## src/rtl/mips_pkg.sv

```systemverilog
// Shared definitions for the MIPS multiply/divide unit: op encodings, FSM states, divide latency.
// Latency: n/a (declarations only).
// Backpressure: n/a.
package mips_pkg;

  typedef enum logic [2:0] {
    OP_MULT  = 3'd0,
    OP_MULTU = 3'd1,
    OP_DIV   = 3'd2,
    OP_DIVU  = 3'd3,
    OP_MTHI  = 3'd4,
    OP_MTLO  = 3'd5,
    OP_MADD  = 3'd6,
    OP_MSUB  = 3'd7
  } opcode_e;

  typedef enum logic [1:0] {
    ST_IDLE = 2'd0,
    ST_MUL  = 2'd1,
    ST_DIV  = 2'd2,
    ST_FIX  = 2'd3
  } state_e;

  localparam int DEFAULT_WIDTH = 32;
  // Cycles of Busy for a divide at the default width: one per quotient bit plus the sign-fix cycle.
  localparam int DIV_LAT = DEFAULT_WIDTH + 1;

  function automatic int divLatency(input int width);
    return width + 1;
  endfunction

endpackage

```

## src/rtl/mips_muldiv_unit_if.sv

```systemverilog
// Op/result bundle between the EX stage (master) and the multiply/divide unit (slave).
// Latency: n/a (wires only).
// Backpressure: the master must hold off Start while Busy is high; a Start during Busy is dropped.
interface mips_muldiv_unit_if #(
  parameter int WIDTH = 32
);
  logic             Start;
  logic [2:0]       Op;
  logic [WIDTH-1:0] SrcA;
  logic [WIDTH-1:0] SrcB;
  logic             Flush;
  logic             Busy;
  logic             Done;
  logic [WIDTH-1:0] HI;
  logic [WIDTH-1:0] LO;

  modport master (
    output Start, Op, SrcA, SrcB, Flush,
    input  Busy, Done, HI, LO
  );

  modport slave (
    input  Start, Op, SrcA, SrcB, Flush,
    output Busy, Done, HI, LO
  );
endinterface

```

## src/rtl/mips_div_core.sv

```systemverilog
// Restoring radix-2 divider datapath on unsigned magnitudes: one quotient bit per step.
// Latency: STEPS step cycles after load; lastStep flags the step that produces the final bit.
// Backpressure: none; the controlling FSM decides when to load and step.
module mips_div_core #(
  parameter int WIDTH = 32,
  parameter int STEPS = 32
) (
  input  logic             CLK,
  input  logic             RST,
  input  logic             load,
  input  logic             step,
  input  logic [WIDTH-1:0] dividend,
  input  logic [WIDTH-1:0] divisor,
  output logic [WIDTH-1:0] quotient,
  output logic [WIDTH-1:0] remainder,
  output logic             lastStep
);
  localparam int CNT_W = $clog2(STEPS + 1);

  logic [WIDTH-1:0] remQ;
  logic [WIDTH-1:0] quotQ;
  logic [WIDTH-1:0] divisorQ;
  logic [CNT_W-1:0] cntQ;
  logic [WIDTH:0]   shifted;
  logic [WIDTH:0]   diff;

  // Dividend bits shift out of the quotient register MSB-first into the partial remainder.
  assign shifted   = {remQ, quotQ[WIDTH-1]};
  assign diff      = shifted - {1'b0, divisorQ};
  assign quotient  = quotQ;
  assign remainder = remQ;
  assign lastStep  = (cntQ == CNT_W'(STEPS - 1));

  // Partial remainder, quotient shift register and step counter.
  always_ff @(posedge CLK or negedge RST) begin
    if (!RST) begin
      remQ     <= '0;
      quotQ    <= '0;
      divisorQ <= '0;
      cntQ     <= '0;
    end else if (load) begin
      remQ     <= '0;
      quotQ    <= dividend;
      divisorQ <= divisor;
      cntQ     <= '0;
    end else if (step) begin
      if (!diff[WIDTH]) begin
        remQ  <= diff[WIDTH-1:0];
        quotQ <= {quotQ[WIDTH-2:0], 1'b1};
      end else begin
        remQ  <= shifted[WIDTH-1:0];
        quotQ <= {quotQ[WIDTH-2:0], 1'b0};
      end
      cntQ <= cntQ + 1'b1;
    end
  end

endmodule

```

## src/rtl/mips_muldiv_unit.sv

```systemverilog
// Multiply/divide unit with architectural HI/LO; MADD/MSUB exist only when MULDIV_MADD_EN is defined.
// Latency: mult MUL_STAGES cycles, div WIDTH+1 cycles, MTHI/MTLO written at the accepting edge.
// Backpressure: Busy high while a mult/div is in flight; Start during Busy is ignored, Flush aborts.
module mips_muldiv_unit
  import mips_pkg::*;
#(
  parameter int WIDTH      = 32,
  parameter int MUL_STAGES = 3
) (
  input logic               CLK,
  input logic               RST,
  mips_muldiv_unit_if.slave bus
);
  localparam int MCNT_W    = $clog2(MUL_STAGES + 1);
  localparam int DIV_STEPS = divLatency(WIDTH) - 1;

  state_e              stateQ, stateNext;
  logic [MCNT_W-1:0]   mulCntQ;
  opcode_e             opIn, opQ;
  logic [WIDTH-1:0]    opAQ, opBQ, hiQ, loQ;
  logic                busyQ, doneQ;

  logic                startOk, accept, isMul, isDiv, isMove;
  logic                mulWrite, fixWrite, divLoad, divStep, divLast;
  logic                divSignedIn, mulSigned, divSignedQ, quotNeg, remNeg, divByZero;
  logic [WIDTH-1:0]    magA, magB, quot, rem, divHi, divLo;
  logic [2*WIDTH-1:0]  extA, extB, product, mulResult;

  assign opIn    = opcode_e'(bus.Op);
  assign startOk = bus.Start && !bus.Flush;

  // Classify the incoming op; MADD/MSUB fall into the default (ignored) class unless enabled.
  always_comb begin
    isMul  = 1'b0;
    isDiv  = 1'b0;
    isMove = 1'b0;
    case (opIn)
      OP_MULT, OP_MULTU: isMul = 1'b1;
`ifdef MULDIV_MADD_EN
      OP_MADD, OP_MSUB:  isMul = 1'b1;
`endif
      OP_DIV, OP_DIVU:   isDiv = 1'b1;
      OP_MTHI, OP_MTLO:  isMove = 1'b1;
      default: ;
    endcase
  end

  // Next-state and per-cycle control; Flush beats completion so an aborted op never writes.
  always_comb begin
    stateNext = stateQ;
    mulWrite  = 1'b0;
    fixWrite  = 1'b0;
    divStep   = 1'b0;
    case (stateQ)
      ST_IDLE: begin
        if (startOk && isMul)      stateNext = ST_MUL;
        else if (startOk && isDiv) stateNext = ST_DIV;
      end
      ST_MUL: begin
        if (bus.Flush) stateNext = ST_IDLE;
        else if (mulCntQ == '0) begin
          mulWrite  = 1'b1;
          stateNext = ST_IDLE;
        end
      end
      ST_DIV: begin
        if (bus.Flush) stateNext = ST_IDLE;
        else begin
          divStep = 1'b1;
          if (divLast) stateNext = ST_FIX;
        end
      end
      ST_FIX: begin
        if (bus.Flush) stateNext = ST_IDLE;
        else begin
          fixWrite  = 1'b1;
          stateNext = ST_IDLE;
        end
      end
      default: stateNext = ST_IDLE;
    endcase
  end

  assign accept  = (stateQ == ST_IDLE) && startOk;
  assign divLoad = accept && isDiv;

  // State register; Busy is registered from the next state so it tracks FSM != IDLE exactly.
  always_ff @(posedge CLK or negedge RST) begin
    if (!RST) begin
      stateQ <= ST_IDLE;
      busyQ  <= 1'b0;
    end else begin
      stateQ <= stateNext;
      busyQ  <= (stateNext != ST_IDLE);
    end
  end

  // Multiply latency counter: loaded on accept, counts down to the write cycle.
  always_ff @(posedge CLK or negedge RST) begin
    if (!RST) begin
      mulCntQ <= '0;
    end else if (accept && isMul) begin
      mulCntQ <= MCNT_W'(MUL_STAGES - 1);
    end else if (stateNext == ST_IDLE) begin
      mulCntQ <= '0;
    end else if (stateQ == ST_MUL) begin
      mulCntQ <= mulCntQ - 1'b1;
    end
  end

  // Capture the op and raw operands on accept; the sign fix-up and div-by-zero need them later.
  always_ff @(posedge CLK or negedge RST) begin
    if (!RST) begin
      opQ  <= OP_MULT;
      opAQ <= '0;
      opBQ <= '0;
    end else if (accept) begin
      opQ  <= opIn;
      opAQ <= bus.SrcA;
      opBQ <= bus.SrcB;
    end
  end

  // Multiply: sign- or zero-extend to 2*WIDTH so one wrap-around product covers both flavours.
  assign mulSigned = (opQ != OP_MULTU);
  assign extA      = mulSigned ? {{WIDTH{opAQ[WIDTH-1]}}, opAQ} : {{WIDTH{1'b0}}, opAQ};
  assign extB      = mulSigned ? {{WIDTH{opBQ[WIDTH-1]}}, opBQ} : {{WIDTH{1'b0}}, opBQ};
  assign product   = extA * extB;

`ifdef MULDIV_MADD_EN
  // Accumulate against HI/LO as they stand on the write edge.
  always_comb begin
    mulResult = product;
    case (opQ)
      OP_MADD: mulResult = {hiQ, loQ} + product;
      OP_MSUB: mulResult = {hiQ, loQ} - product;
      default: mulResult = product;
    endcase
  end
`else
  assign mulResult = product;
`endif

  // Divide: the core works on magnitudes; signs are reapplied in FIX from the captured operands.
  assign divSignedIn = (opIn == OP_DIV);
  assign magA = (divSignedIn && bus.SrcA[WIDTH-1]) ? -bus.SrcA : bus.SrcA;
  assign magB = (divSignedIn && bus.SrcB[WIDTH-1]) ? -bus.SrcB : bus.SrcB;

  mips_div_core #(
    .WIDTH (WIDTH),
    .STEPS (DIV_STEPS)
  ) u_divCore (
    .CLK       (CLK),
    .RST       (RST),
    .load      (divLoad),
    .step      (divStep),
    .dividend  (magA),
    .divisor   (magB),
    .quotient  (quot),
    .remainder (rem),
    .lastStep  (divLast)
  );

  // Signed min / -1 needs no special case: the magnitude quotient negates back to min.
  assign divSignedQ = (opQ == OP_DIV);
  assign quotNeg    = divSignedQ && (opAQ[WIDTH-1] ^ opBQ[WIDTH-1]);
  assign remNeg     = divSignedQ && opAQ[WIDTH-1];
  assign divByZero  = (opBQ == '0);
  assign divLo      = divByZero ? '1   : (quotNeg ? -quot : quot);
  assign divHi      = divByZero ? opAQ : (remNeg  ? -rem  : rem);

  // HI/LO writes from mult/div completion or MTHI/MTLO, plus the one-cycle Done pulse.
  always_ff @(posedge CLK or negedge RST) begin
    if (!RST) begin
      hiQ   <= '0;
      loQ   <= '0;
      doneQ <= 1'b0;
    end else begin
      doneQ <= mulWrite || fixWrite;
      if (mulWrite) begin
        {hiQ, loQ} <= mulResult;
      end else if (fixWrite) begin
        hiQ <= divHi;
        loQ <= divLo;
      end else if (accept && isMove) begin
        if (opIn == OP_MTHI) hiQ <= bus.SrcA;
        else                 loQ <= bus.SrcA;
      end
    end
  end

  assign bus.Busy = busyQ;
  assign bus.Done = doneQ;
  assign bus.HI   = hiQ;
  assign bus.LO   = loQ;

endmodule

```

## src/flat_wrapper.sv

```systemverilog
// flat-port wrapper written by rule: the top's interface ports become plain ports
module mips_muldiv_unit_flat import mips_pkg::*;
#(
  parameter int WIDTH      = 32,
  parameter int MUL_STAGES = 3
)
  (CLK, RST, bus_Start, bus_Op, bus_SrcA, bus_SrcB, bus_Flush, bus_Busy, bus_Done, bus_HI, bus_LO);
  mips_muldiv_unit_if #(.WIDTH(WIDTH)) bus_i ();
  input logic CLK;
  input logic RST;
  input wire logic [$bits(bus_i.Start)-1:0] bus_Start;
  input wire logic [$bits(bus_i.Op)-1:0] bus_Op;
  input wire logic [$bits(bus_i.SrcA)-1:0] bus_SrcA;
  input wire logic [$bits(bus_i.SrcB)-1:0] bus_SrcB;
  input wire logic [$bits(bus_i.Flush)-1:0] bus_Flush;
  output wire logic [$bits(bus_i.Busy)-1:0] bus_Busy;
  output wire logic [$bits(bus_i.Done)-1:0] bus_Done;
  output wire logic [$bits(bus_i.HI)-1:0] bus_HI;
  output wire logic [$bits(bus_i.LO)-1:0] bus_LO;
  assign bus_i.Start = bus_Start;
  assign bus_i.Op = bus_Op;
  assign bus_i.SrcA = bus_SrcA;
  assign bus_i.SrcB = bus_SrcB;
  assign bus_i.Flush = bus_Flush;
  assign bus_Busy = bus_i.Busy;
  assign bus_Done = bus_i.Done;
  assign bus_HI = bus_i.HI;
  assign bus_LO = bus_i.LO;
  mips_muldiv_unit #(.WIDTH(WIDTH), .MUL_STAGES(MUL_STAGES)) u_core (.CLK(CLK), .RST(RST), .bus(bus_i));
endmodule
```

## config.mk

```make
export PLATFORM = sky130hd
export DESIGN_NAME = mips_muldiv_unit_flat
export DESIGN_NICKNAME = d
export VERILOG_FILES = /design/src/rtl/mips_pkg.sv /design/src/rtl/mips_muldiv_unit_if.sv /design/src/rtl/mips_div_core.sv /design/src/rtl/mips_muldiv_unit.sv /design/src/flat_wrapper.sv
export SDC_FILE = /design/constraint.sdc
export NUM_CORES = 2
export LEC_CHECK = 0
export CORE_AREA = 8 8 368 370
export CTS_CLUSTER_DIAMETER = 40
export CTS_CLUSTER_SIZE = 30
export DETAILED_ROUTE_END_ITERATION = 16
export DIE_AREA = 0 0 376 378
export GPL_ROUTABILITY_DRIVEN = 0
export PLACE_DENSITY = 0.72
export SLEW_MARGIN = 20
export SYNTH_ARGS = -nofsm -noshare
export SYNTH_HDL_FRONTEND = slang
export SYNTH_HIERARCHICAL = 1
export SYNTH_SLANG_ARGS = --single-unit
```

## constraint.sdc

```tcl
create_clock -name CLK -period 13.2 [get_ports CLK]
set_input_delay 2.64 -clock CLK [delete_from_list [all_inputs] [get_ports CLK]]
set_output_delay 2.64 -clock CLK [all_outputs]
set_load 0.01 [all_outputs]
```

* Word-level counts from Yosys, hierarchy flattened
Cells that the tools add are included.
** Cells by class
- Mux-type cells :: 43
- Bitwise gates (word level) :: 1
- $add $sub $neg :: 7
- Multipliers :: 1
- Reductions and logical operators :: 28
- Eq/ne operators :: 12
** Operators by type and width (count)
- $mux W32 :: 19
- $mux W64 :: 2
- $neg A32 Y32 :: 4
- $mul A64 B64 Y64 :: 1
- $sub A33 B32 Y33 :: 1
- $logic_not A32 Y1 :: 1
- $mux W2 :: 9
- $mux W6 :: 2
- $logic_and A1 B1 Y1 :: 11
- $mux W1 :: 10
- $eq A3 B2 Y1 const B :: 3
- $reduce_bool A3 Y1 :: 3
- $pmux W2 S4 :: 1
- $add A6 B1 Y6 const B :: 1
- $eq A3 B3 Y1 const B :: 2
- $eq A6 B5 Y1 const B :: 1
- $logic_not A2 Y1 :: 3
- $ne A3 B1 Y1 const B :: 2
- $reduce_or A2 Y1 :: 3
- $eq A2 B2 Y1 const B :: 2
- $reduce_and A2 Y1 :: 2
- $reduce_bool A2 Y1 :: 2
- $eq A3 B1 Y1 const B :: 1
- $logic_not A3 Y1 :: 1
- other kinds (5) :: 5
** Word-level totals
- Word-level logic and storage cells :: 105
- Output and inout port bits :: 66
- Flip-flop bits (word level) :: 239
- Input port bits :: 71

* Longest topological paths before layout
- Depth after elaboration :: 10
- Mapped depth :: 36
- Gate-level depth less buffers :: 33

* Modules after synthesis
The synthesis kept the hierarchy.
** Modules (own cells, without submodules)
- mips_muldiv_unit :: sequential area each 3428.3 um2, instances 1, cells an instance 6279, area an instance 56479.2 um2
- mips_div_core :: sequential area each 2552.4 um2, instances 1, cells an instance 710, area an instance 6349.8 um2

* Worst setup path after synthesis
No wires, ideal clock.
- Path type :: reg2reg
- From :: reg u_core.opQ[2]
- To :: reg u_core.hiQ[31] (netlist: u_core/bus.HI[31])
- Clock period less this slack :: 9.428 ns
- Library setup time :: 0.123 ns
- Path buffers :: 2
- Stages on the path, launching flop included :: 34
- Data required time :: 13.077 ns
- Setup slack :: 3.772 ns
- Data arrival time :: 9.305 ns
- Cell sequence :: dfrtp_1 nor3b_1 nor2b_1 clkbuf_1 nand2_1 inv_1 fa_1 inv_1 fa_1 inv_1 fa_1 inv_1 fa_1 inv_1 fa_1 fa_1 fa_1 fa_1 fa_1 inv_1 fa_1 inv_1 ha_1 clkbuf_1 a21oi_1 o21ai_0 a221oi_1 o21ai_0 a221oi_1 o21ai_1 a221oi_1 o21ai_0 xnor2_1 o221a_2
** On the way
- Cells in the longest elaborated chain, start to end :: 6
- Elaborated cells between the ends (all ways) :: 10
- Classes of those cells :: mul (1); eq/ne (2); mux (6); reduce/logical (1)
** RTL lines
- start: declaration :: RTL line mips_muldiv_unit.sv:19 : opcode_e opIn, opQ;
- start signal: assignment :: RTL line mips_muldiv_unit.sv:118 : opQ <= opIn;
- parallel branches: the longest is 5 deep, another holds $mul A64 B64 Y64
- $mux W32 * :: RTL line mips_muldiv_unit.sv:180 : if (mulWrite) begin
- end signal: assignment :: RTL line mips_muldiv_unit.sv:181 : {hiQ, loQ} <= mulResult;
- end signal: assignment :: RTL line mips_muldiv_unit.sv:183 : hiQ <= divHi;
- end signal: assignment :: RTL line mips_muldiv_unit.sv:186 : if (opIn == OP_MTHI) hiQ <= bus.SrcA;
- end: declaration :: RTL line mips_muldiv_unit.sv:20 : logic [WIDTH-1:0] opAQ, opBQ, hiQ, loQ;
Every way passes the cells marked *.
A chain may end at the register's enable or synchronous reset.

* Worst setup path in the final report
- From :: reg u_core.opAQ[31]
- To :: reg u_core.hiQ[31] (netlist: u_core/bus.HI[31])
** On the way
- Cells in the longest elaborated chain, start to end :: 5
- Elaborated cells between the ends (all ways) :: 7
- Classes of those cells :: mul (1); mux (5); reduce/logical (1)
** RTL lines
- start: declaration :: RTL line mips_muldiv_unit.sv:20
- start signal: assignment :: RTL line mips_muldiv_unit.sv:119 : opAQ <= bus.SrcA;
- parallel branches: the longest is 4 deep, another holds $mul A64 B64 Y64
- $mux W32 * :: RTL line mips_muldiv_unit.sv:180
Marks and branches as above.

==> metrics.cfg <==
[floorplanning]
die_w_um = 376
die_y_um = 378
start_util = 0.483
core_um2 = 130000
ios = 137
die_area_um2 = 142000
num_rows = 133

[synth]
synth_area_um2 = 62800
ys_types = 80
syn_avg_cell_area_um2 = 8.99
synth_seq_cells = 239
ys_seq_area_frac = 0.0952
yosys.area.top_type = fa_1
async_flop_share = 1.00
synth_edf_count = 0
syn_inst = 6989
synth.area.top_cells = fa_1 (45%), dfrtp_1 (9.5%), inv_1 (9.4%)
ys_warn_count = 6
synth.net_count = 8827
synthFlopType = dfrtp_1
synth_top_area_share = 0.452

[route]
vias_per_cell = 5.61
wl_met2_um = 87300
ant_nets = 0
wl_met1_um = 69000
drt_wl_total_um = 187000
post_drt_wl_per_cell_um = 21.6
top_layer = met5
first_pass_iters = 7
dr_wl_met3_um = 17800
first_iter_violations = 4562
post-route-drc-count = 0
dr_total_vias = 48500

[critical_path]
rr_endpoint = u_core/bus.HI[31]
path_max_fanout = 34
cpMaxStageDelayCell = fa_1
critPathMaxStageDelay_ns = 0.91
rrSetupSlack_ns = 2.39
reg2reg_depth = 30
cpMostUsedCell = fa_1
cp_data_required_time_ns = 13.61
cp-start-kind = flip-flop
critPathCaptureType = flip-flop
worstSetupPathType = flip-flop to flip-flop
crit_arrival_ns = 11.21
r2r_start = u_core/opAQ[31]

[cells_and_area]
fin_nets = 8700
fin_util = 0.513
area_growth_syn_to_layout_pct = 6.26
drive_gt1_frac = 0.0293

[timing]
final.setup_skew_ns = 0.0277
tightest_slew_ns = 1.11
slew_headroom = 0.259
rsz0062_at_grt = false
slew_violations = 0
fmax_ghz = 0.0925
finalHoldViolCount = 0
finalSetupViolCount = 0
tns_ns = 0
min_period_ns = 10.81
period_share = 0.819

[clock_network]
clk_latency_ns = 0.54
ctsHoldBuffers = 0
cts.clk_slew.worst_paths_ns = 0.05
cts_sinks = 239
clock-root-buffer = clkbuf_16
cts_tree = done
cts_inserted_buffers = 34
ctsResizeCount = 0
postCtsSetupRepairBufs = 0
h-tree-depth = 2
clockBufferDepth = 3

[run_status]
outcome = finished, final reports clean

[global_route]
antenna_found_initial = 10
grt_max_degree = 116
grt_usage = 0.265
grt_pass1_vias = 52400
grt_pass1_wl_um = 296000
gr-total-overflow = 0

[min_path]
hold_class = flip-flop to flip-flop
hold_depth = 2
min_from = u_core/opBQ[25]
hold_path_end = u_core/opBQ[25]

[place]
portBuffers = 136
place_hpwl_um = 150000

[flow_run]
drv_cap = 0

-- worst max path at each step --
stage	from	to	cells past startpoint
after floorplan	u_core/opQ[2]	u_core/bus.HI[31]	33
after global placement	u_core/opAQ[31]	u_core/bus.HI[31]	32
after detailed placement	u_core/opAQ[31]	u_core/bus.HI[31]	30
after CTS	u_core/opAQ[31]	u_core/bus.HI[31]	30
after global routing	u_core/opAQ[31]	u_core/bus.HI[31]	30
final	u_core/opAQ[31]	u_core/bus.HI[31]	30
-- layout make-up --
type                    instances  area, um2
multi-input cells            4776      49500
fillers                     11800      63400
inverters                    1579       5930
well taps                    1755       2200
clock inverters                14        145
diodes                          4       10.0
repair buffers                232       2110
clock buffers                  43        935
flip-flops and latches        239       5980
-- stage by stage --
step | cells | setup slack [ns] | area [um2] | hold WS [ns]
2_1_floorplan | 6989 | 3.77 | 62800 | 0.461
3_3_place_gp | 8580 | 2.98 | 65600 | 0.463
3_5_place_dp | 8580 | 2.67 | 65600 | 0.465
4_1_cts | 8637 | 2.61 | 66700 | 0.478
5_1_grt | 8638 | 2.01 | 66800 | 0.499
6_report | 8642 | 2.39 | 66800 | 0.474
-- flip-flops by register name, indices dropped and copies added, names as in the netlist --
name and cells:
u_core/bus.Busy 1, u_core/bus.Done 1, u_core/bus.HI 32, u_core/bus.LO 32, u_core/mulCntQ 2, u_core/opAQ 32, u_core/opBQ 32, u_core/opQ 3
u_core/stateQ 2, u_core/u_divCore/cntQ 6, u_core/u_divCore/divisorQ 32, u_core/u_divCore/quotient 32, u_core/u_divCore/remainder 32
-- logic make-up (layout without fill, tap and decap cells) --
family | after synthesis | after routing | synth area share
flops | 239 | 239 | 0.0952
simple gates | 1934 | 1934 | 0.141
other cells | 0 | 4 | 0
compound gates | 742 | 742 | 0.0755
buf+inv | 1974 | 1868 | 0.118
fa+ha+maj | 1771 | 1771 | 0.522
mux | 59 | 59 | 0.00952
xor+xnor | 270 | 270 | 0.0378
-- cells in the final DEF (no fill, tap or decap), types with 17 or more instances in the layout --
cell type and n:
fa_1 1420, o221ai_1 28, a211oi_1 43, dfrtp_1 237
clkbuf_16 34, o31ai_1 25, o21bai_1 19, xnor2_1 176
xor2_1 93, nor4_1 25, a31oi_1 48, nand2_1 1095
buf_4 95, inv_1 1579, o21ai_0 210, and2_1 424
mux2i_1 56, nand3_1 34, nand4_1 26, a21oi_1 177
clkdlybuf4s50_1 135, a21o_1 55, nor3_1 29, nor2_1 190
ha_1 347, o41ai_1 17
-- synthesized netlist by cell type (6+ instances only) --
master and count:
nor3b_1 10, or4_1 14, o22ai_1 11, xnor2_1 176, nand4_1 26, o21ai_0 210
nand3_1 35, o21ai_1 6, o21bai_1 19, or3_1 13, a21o_1 55, nor3_1 29
o31ai_1 25, dfrtp_1 239, a21oi_1 177, a221oi_1 13, fa_1 1420, o21a_1 10
a211oi_1 43, nand3b_1 7, inv_1 1579, xor2_1 93, and3_1 17, o221ai_1 28
and2_1 424, nand2_1 1097, buf_1 16, nor4_1 25, nor2b_1 16, mux2i_1 56
a31o_2 11, o41ai_1 17, nor2_1 191, clkbuf_1 369, nand2b_1 11, ha_1 347
a31oi_1 48, o211ai_1 16
-- routing by layer --
layer,vias up,GRT usage
li1,20700,-
met1,24700,0.332
met2,2448,0.434
met3,625,0.0550
met4,10,0.142
met5,-,0
-- critical path: cells and delay by family (launching register included) --
| kind | cells | cell delay (ns) |
|---|---|---|
| adders and majority gates | 11 | 6.05 |
| AOI/OAI and AO/OA | 9 | 2.20 |
| buffers and inverters | 7 | 1.40 |
| and+or+nand+nor | 2 | 0.46 |
| DFF | 1 | 0.38 |
| xor gates and xnor gates | 1 | 0.15 |
Power is left out: the tool's default activity adds up to more than one toggle a clock period on the data nets, which glitch-free logic cannot reach.
